## config.mk

```make
export PLATFORM = sky130hd
export DESIGN_NAME = reg_file
export DESIGN_NICKNAME = d
export VERILOG_FILES = /design/src/rtl/nh_cpu_pkg.sv /design/src/rtl/reg_file_cell.sv /design/src/rtl/reg_file.sv
export SDC_FILE = /design/constraint.sdc
export NUM_CORES = 1
export LEC_CHECK = 0
export CELL_PAD_IN_SITES_DETAIL_PLACEMENT = 0
export CELL_PAD_IN_SITES_GLOBAL_PLACEMENT = 2
export CORE_ASPECT_RATIO = 0.5
export CORE_MARGIN = 2
export CORE_UTILIZATION = 30
export CTS_CLUSTER_DIAMETER = 30
export DETAILED_ROUTE_END_ITERATION = 10
export GPL_TIMING_DRIVEN = 0
export PLACE_DENSITY = 0.74
export REMOVE_ABC_BUFFERS = 1
export SLEW_MARGIN = 20
export SYNTH_ARGS = -nofsm -noshare
export SYNTH_HDL_FRONTEND = slang
export SYNTH_SLANG_ARGS = --single-unit
```

## constraint.sdc

```tcl
create_clock -name clk -period 1.8 [get_ports clk]
set_input_delay 0.36 -clock clk [delete_from_list [all_inputs] [get_ports clk]]
set_output_delay 0.36 -clock clk [all_outputs]
set_load 0.005 [all_outputs]
```

## src/rtl/nh_cpu_pkg.sv

```systemverilog
// rtl/nh_cpu_pkg.sv - shared datapath widths and types for the NH CPU
package nh_cpu_pkg;
  localparam int unsigned ADDR_W = 2;
  localparam int unsigned DATA_W = 8;

  typedef logic [ADDR_W-1:0] reg_addr_t;
  typedef logic [DATA_W-1:0] reg_data_t;
endpackage

```

## src/rtl/reg_file_cell.sv

```systemverilog
// rtl/reg_file_cell.sv - one register with async active-low clear and write enable
import nh_cpu_pkg::*;

module reg_file_cell #(
  parameter int unsigned DataBusWidth = DATA_W
) (
  input  logic                    clk,
  input  logic                    nRst,
  input  logic                    en,
  input  logic [DataBusWidth-1:0] d,
  output logic [DataBusWidth-1:0] q
);
  logic [DataBusWidth-1:0] r_q;

  always_ff @(posedge clk or negedge nRst) begin
    if (!nRst) begin
      r_q <= '0;
    end else if (en) begin
      r_q <= d;
    end
  end

  assign q = r_q;
endmodule

```

## src/rtl/reg_file.sv

```systemverilog
// rtl/reg_file.sv - 2**AddrBusWidth entry register file, two async read ports, one write port
import nh_cpu_pkg::*;

module reg_file #(
  parameter int unsigned AddrBusWidth = ADDR_W,
  parameter int unsigned DataBusWidth = DATA_W
) (
  input  logic                    clk,
  input  logic                    nRst,
  input  logic [AddrBusWidth-1:0] a1,
  input  logic [AddrBusWidth-1:0] a2,
  input  logic [AddrBusWidth-1:0] aWrite,
  input  logic [DataBusWidth-1:0] dataIn,
  input  logic                    load,
  output logic [DataBusWidth-1:0] out1,
  output logic [DataBusWidth-1:0] out2
);
  localparam int unsigned NREG = 2 ** AddrBusWidth;

  logic [DataBusWidth-1:0] w_regs [NREG];
  logic [NREG-1:0]         w_en;

  for (genvar i = 0; i < NREG; i++) begin : g_cell
    assign w_en[i] = load && (aWrite == AddrBusWidth'(i));

    reg_file_cell #(
      .DataBusWidth(DataBusWidth)
    ) u_cell (
      .clk  (clk),
      .nRst (nRst),
      .en   (w_en[i]),
      .d    (dataIn),
      .q    (w_regs[i])
    );
  end

  // No write bypass: reads see the stored value only.
  assign out1 = w_regs[a1];
  assign out2 = w_regs[a2];
endmodule

```

==> run summary, run 1 <==
- **routed length per instance** 16.9 um
- **post-synthesis area per instance** 18.1 um^2
- **Detailed Place HPWL** 2260 um
- **CP Class** reg2out
- **Clock transition at path regs** 70 ps
- **global placement routability congestion** 0.692
- **First-pass DRT Iterations** 2
- **Syn Std Cell Area** 0.00159 mm^2
- **Max-slew headroom** 0.643
- **area share of the leading cell type in the synthesized netlist** 0.504
- **highest clock frequency the design can meet** 573 MHz
- **endpoint type of the worst setup path** output port
- **path category of the worst min-delay check** in2async
- **flop and latch count out of synthesis** 32
- **Core Region** 0.00502 mm^2
- **cells after synthesis** 88
- **transition time at the pin with the least slew margin** 535 ps
- **floorplan die area** 0.00593 mm^2
- **layout cells sized above 1** 0.535
- **overall routing resource usage** 0.131
- **NumNets Final** 143
- **clock latency at the later pin of the worst-skew pair** 280 ps
- **category of the worst setup path launch point** flop
- **height of the chip** 55.5 um
- **run status** complete, no violations
- **Top Ports** 33
- **worst vdd ir** 0.287 mV
- **wire length of the first global-routing pass** 5600 um
- **antenna diode count** 0
- **DRC violation count after routing** 0
- **area of the multi-input gates** 772 um^2
- **Avg Vias per Cell** 4.98
- **maximum root-to-sink buffer count** 2
- **Setup Viol. Count Final** 0
- **I/O Buffers** 32
- **number of clock buffers inserted by TritonCTS** 5
- **power after layout** 2.04 mW
- **total power density per cell area** 973 mW/mm^2
- **max reg flops** 32
- **Num Clock Sinks** 32
- **root buffer cell** sky130_fd_sc_hd__clkbuf_8
- **data arrival time of the worst path** 1390 ps
- **CTS tree** built
- **Max Fanout on Critical Path** 2
- **global route overflow** 0
- **max-slew violation total from the final report** 0
- **leakage dissipation** 0.843 nW
- **final cycle utilization of the critical path** 0.970
- **initial antenna violation count** 0
- **drt first-iter violations** 17
- **Area growth, synth to finish** 31.9%
- **unrepaired setup endpoints after global routing** no
- **initial core utilization** 0.317
- **vias in the first global route** 1035
- **CTS HTree Levels** 2
- **final period demand of the worst path** 1750 ps
- **max-capacitance violation count** 0
- **Final Skew** 0 ps
- **post-detailed-routing wire length** 3340 um
- **total number of vias** 981
- **instance area after placement** 0.00200 mm^2
- **num rows** 18
- **Sequential cell area** 801 um^2
- **Die X** 107 um
- **number of warning messages in the yosys log** 0
- **data required time at the worst endpoint** 1440 ps
- **Synth area leader** sky130_fd_sc_hd__dfrtp_1
- **Yosys cell types** 8
- **maximum number of pins on one net before global-route repair** 32
- **cell types with the largest area share after synthesis** sky130_fd_sc_hd__dfrtp_1 50%, sky130_fd_sc_hd__mux2_2 23%, sky130_fd_sc_hd__mux4_2 23%, sky130_fd_sc_hd__nand3b_2 1.4%, sky130_fd_sc_hd__nor3b_4 1.2%
- **final design area excluding fillers** 0.00210 mm^2
- **remaining antenna violation count after routing** 0
- **portion of the post-synthesis area used by sequential elements** 0.504
- **Final Hold Violating Endpoints** 0
- **# fillers** 455
path summary, 6_finish.rpt:
kind	from	end	slack [ps]	depth (start not counted)
worst min-delay path	nRst	g_cell[2].u_cell.q[6]	400	2
worst min register to register	g_cell[2].u_cell.q[6]	g_cell[2].u_cell.q[6]	520	1
worst max register to register	g_cell[3].u_cell.q[1]	g_cell[3].u_cell.q[1]	930	2
worst max-delay path	g_cell[3].u_cell.q[1]	out2[1]	50	3
max in group asynchronous	nRst	g_cell[1].u_cell.q[5]	1050	3
min in group clk	g_cell[2].u_cell.q[6]	g_cell[2].u_cell.q[6]	520	1
synthesized netlist by cell type:
cell type / count
sky130_fd_sc_hd__nand3b_2: 2
sky130_fd_sc_hd__nand3_2: 1
sky130_fd_sc_hd__dfrtp_1: 32
sky130_fd_sc_hd__mux2_2: 32
sky130_fd_sc_hd__buf_1: 2
sky130_fd_sc_hd__buf_2: 2
sky130_fd_sc_hd__mux4_2: 16
sky130_fd_sc_hd__nor3b_4: 1
power breakdown:
part,switching [mW],internal (mW)
Clock,0.259,0.305
Sequential,0.0877,0.857
Combinational,0.163,0.370
through the flow:
step / hold slack (ps) / cells / util / TNS (ps) / setup WS (ps)
3_5_place_dp: 161 / 187 / 0.397 / -16060 / -904
4_1_cts: 392 / 197 / 0.414 / 0 / 1.49
6_report: 403 / 197 / 0.418 / 0 / 53.8
3_3_place_gp: 504 / 186 / 0.394 / -25970 / -906
5_1_grt: 401 / 197 / 0.418 / 0 / 6.79
2_1_floorplan: 64.4 / 84 / - / 0 / 602
worst max-delay path, stage by stage (launching register included):
cell                      delay, ps
sky130_fd_sc_hd__dfrtp_1        370
sky130_fd_sc_hd__buf_4          130
sky130_fd_sc_hd__mux4_2         460
sky130_fd_sc_hd__buf_2          140
cell usage in the layout, fill, tap and decap left out:
master / n
sky130_fd_sc_hd__buf_2: 2
sky130_fd_sc_hd__clkdlybuf4s15_1: 15
sky130_fd_sc_hd__nand3_2: 1
sky130_fd_sc_hd__clkdlybuf4s50_1: 11
sky130_fd_sc_hd__clkinv_2: 2
sky130_fd_sc_hd__dfrtp_1: 32
sky130_fd_sc_hd__clkdlybuf4s15_2: 2
sky130_fd_sc_hd__buf_12: 1
sky130_fd_sc_hd__dlygate4sd3_1: 1
sky130_fd_sc_hd__nand3b_2: 2
sky130_fd_sc_hd__nor3b_4: 1
sky130_fd_sc_hd__mux2_2: 32
sky130_fd_sc_hd__mux4_2: 16
sky130_fd_sc_hd__buf_4: 3
sky130_fd_sc_hd__clkbuf_8: 6
layout make-up:
class / instances / area share
sequential: 32 / 0.382
multi-input combinational: 52 / 0.368
clock buffer: 6 / 0.0394
clock inverter: 2 / 0.00477
timing repair buffer: 35 / 0.165
tap: 70 / 0.0417
metal layers:
metal,vias up,GRT usage,part of all wire
met1,521,0.162,0.45
met2,21,0.211,0.51
met4,0,0.0612,0.013
met3,5,0.0390,0.035
met5,-,0,0
li1,434,-,-
cell families (layout without fill, tap and decap cells):
| group | count (synthesis) | count (layout) | share of synthesized area |
|---|---|---|---|
| buffers and inverters | 4 | 43 | 0.0110 |
| flip-flops | 32 | 32 | 0.504 |
| AND/OR/NAND/NOR | 4 | 4 | 0.0323 |
| multiplexers | 48 | 48 | 0.453 |
repair_timing:
action	in CTS	in global routing
setup endpoints to repair	16	14
buffers inserted	1	0
hold endpoints to repair	1	0
hold buffers	1	0
resized for setup	38	14
Power figures use the tool's default switching activity.
==> run 2, diff against run 1 <==
Settings changed: MAX_ROUTING_LAYER from default to met4.
==> run 2 against run 1 <==
Effect of this change:
- power grew 0.12%
- die area is the same
- first-iteration DRC count increased by 29%
- core utilization unchanged
- cell area did not move
- via count fell by 0.51%
- register-to-register slack about the same
- critical path type unchanged
- critical endpoint unchanged
==> run summary, run 2 (same netlist as run 1, synthesis figures left out) <==
- **initial core utilization** 0.317
- **CP Class** reg2out
- **Avg Vias per Cell** 4.95
- **maximum root-to-sink buffer count** 2
- **global route overflow** 0
- **run status** complete, no violations
- **max reg flops** 32
- **leakage dissipation** 0.843 nW
- **reg-to-reg slack, setup** 930 ps
- **DRC violation count after routing** 0
- **path category of the worst min-delay check** in2async
- **max-slew violation total from the final report** 0
- **wire length of the first global-routing pass** 5600 um
- **floorplan die area** 0.00593 mm^2
- **overall routing resource usage** 0.134
- **NumNets Final** 143
- **Cell Int Power** 1.53 mW
- **final-layout setup total negative slack** 0 ps
- **endpoint type of the worst setup path** output port
- **height of the chip** 55.5 um
- **First-pass DRT Iterations** 2
- **worst vdd ir** 0.287 mV
- **drt first-iter violations** 22
- **vias in the first global route** 1037
- **number of clock buffers inserted by TritonCTS** 5
- **post-detailed-routing wire length** 3340 um
- **Core Region** 0.00502 mm^2
- **global placement routability congestion** 0.700
- **CP Launch Point** g_cell[3].u_cell.q[1]
- **dpl cells** 187
- **worst hold slack** 399 ps
- **Final Skew** 0 ps
- **net switching share of the total power** 0.251
- **total power density per cell area** 974 mW/mm^2
- **total number of vias** 976
- **Comb power frac** 0.261
- **I/O Buffers** 32
- **clock latency at the later pin of the worst-skew pair** 280 ps
- **Setup Viol. Count Final** 0
- **data arrival time of the worst path** 1390 ps
- **Sequential cell area** 801 um^2
- **max-capacitance violation count** 0
- **Sw Pwr** 513 uW
- **unrepaired setup endpoints after global routing** no
- **worst flop-to-flop path startpoint** g_cell[3].u_cell.q[1]
- **Die X** 107 um
- **remaining antenna violation count after routing** 0
- **Detailed Place HPWL** 2260 um
- **antenna diode count** 0
- **final period demand of the worst path** 1750 ps
- **data required time at the worst endpoint** 1440 ps
- **final design area excluding fillers** 0.00210 mm^2
- **Max-slew headroom** 0.643
- **highest clock frequency the design can meet** 573 MHz
- **instance area after placement** 0.00200 mm^2
- **maximum number of pins on one net before global-route repair** 32
- **final cycle utilization of the critical path** 0.970
- **Num Clock Sinks** 32
- **layout cells sized above 1** 0.535
- **cell count of the worst reg-to-reg path** 2
- **Top Ports** 33
- **destination of the worst register-to-register timing path** g_cell[3].u_cell.q[1]
- **endpoint of the most critical setup path** out2[1]
- **Area growth, synth to finish** 31.9%
- **area of the multi-input gates** 772 um^2
- **Final Hold Violating Endpoints** 0
- **pre-CTS setup slack** -904 ps
- **Clock transition at path regs** 70 ps
- **num rows** 18
- **commonest cells after routing, fill and taps aside** 32 x sky130_fd_sc_hd__mux2_2, 32 x sky130_fd_sc_hd__dfrtp_1, 16 x sky130_fd_sc_hd__mux4_2
- **CTS tree** built
- **# fillers** 455
- **CTS HTree Levels** 2
- **Non-Filler Instances** 197
- **final core utilization** 0.418
- **final worst-path setup slack** 54.1 ps
- **root buffer cell** sky130_fd_sc_hd__clkbuf_8
- **Clk pwr share** 0.277
- **Max Fanout on Critical Path** 2
- **power after layout** 2.04 mW
- **initial antenna violation count** 0
- **routed length per instance** 16.9 um
- **transition time at the pin with the least slew margin** 535 ps
- **register share of total power** 0.462
- **category of the worst setup path launch point** flop
## run 2: worst min-delay path by stage
stage,slack (ps),from,to,cells past startpoint
2_1_floorplan,60,nRst,g_cell[0].u_cell.q[0],0
3_3_place_gp,500,g_cell[3].u_cell.q[1],g_cell[3].u_cell.q[1],1
3_5_place_dp,160,nRst,g_cell[2].u_cell.q[6],1
6_report,400,nRst,g_cell[2].u_cell.q[6],2
5_1_grt,400,nRst,g_cell[2].u_cell.q[6],2
4_1_cts,390,nRst,g_cell[2].u_cell.q[6],2
## run 2: worst max-delay path, cell delays in order (launching register included)
cell and delay (ps):
sky130_fd_sc_hd__dfrtp_1 370, sky130_fd_sc_hd__buf_4 130, sky130_fd_sc_hd__mux4_2 460, sky130_fd_sc_hd__buf_2 140
## run 2: final cells by class
| type | count | area share |
|---|---|---|
| Clock inverter | 2 | 0.00477 |
| Clock buffer | 6 | 0.0394 |
| Multi-Input combinational cell | 52 | 0.368 |
| Tap cell | 70 | 0.0417 |
| Timing Repair Buffer | 35 | 0.165 |
| Sequential cell | 32 | 0.382 |
## run 2: repair_timing
action	in CTS	in global routing
hold buffers	1	0
setup buffers	1	0
resized for setup	38	14
pin swaps	0	0
endpoints found under the setup margin	16	14
hold endpoints to repair	1	0
## run 2: metal layers
metal  wire (um)  vias to the layer above  GRT usage
li1            -                      436          -
met1        1500                      514      0.160
met2        1650                       19      0.213
met3         115                        7     0.0390
met4          68                        0     0.0612
met5           0                        -          -
## run 2: power groups by stage
stage	sequential (mW)	clock [mW]	combinational, mW
after floorplan	0.929	0	0.299
after global placement	0.952	0	0.568
after detailed placement	0.959	0	0.580
after CTS	0.945	0.586	0.524
after global routing	0.967	0.619	0.579
final	0.945	0.566	0.533
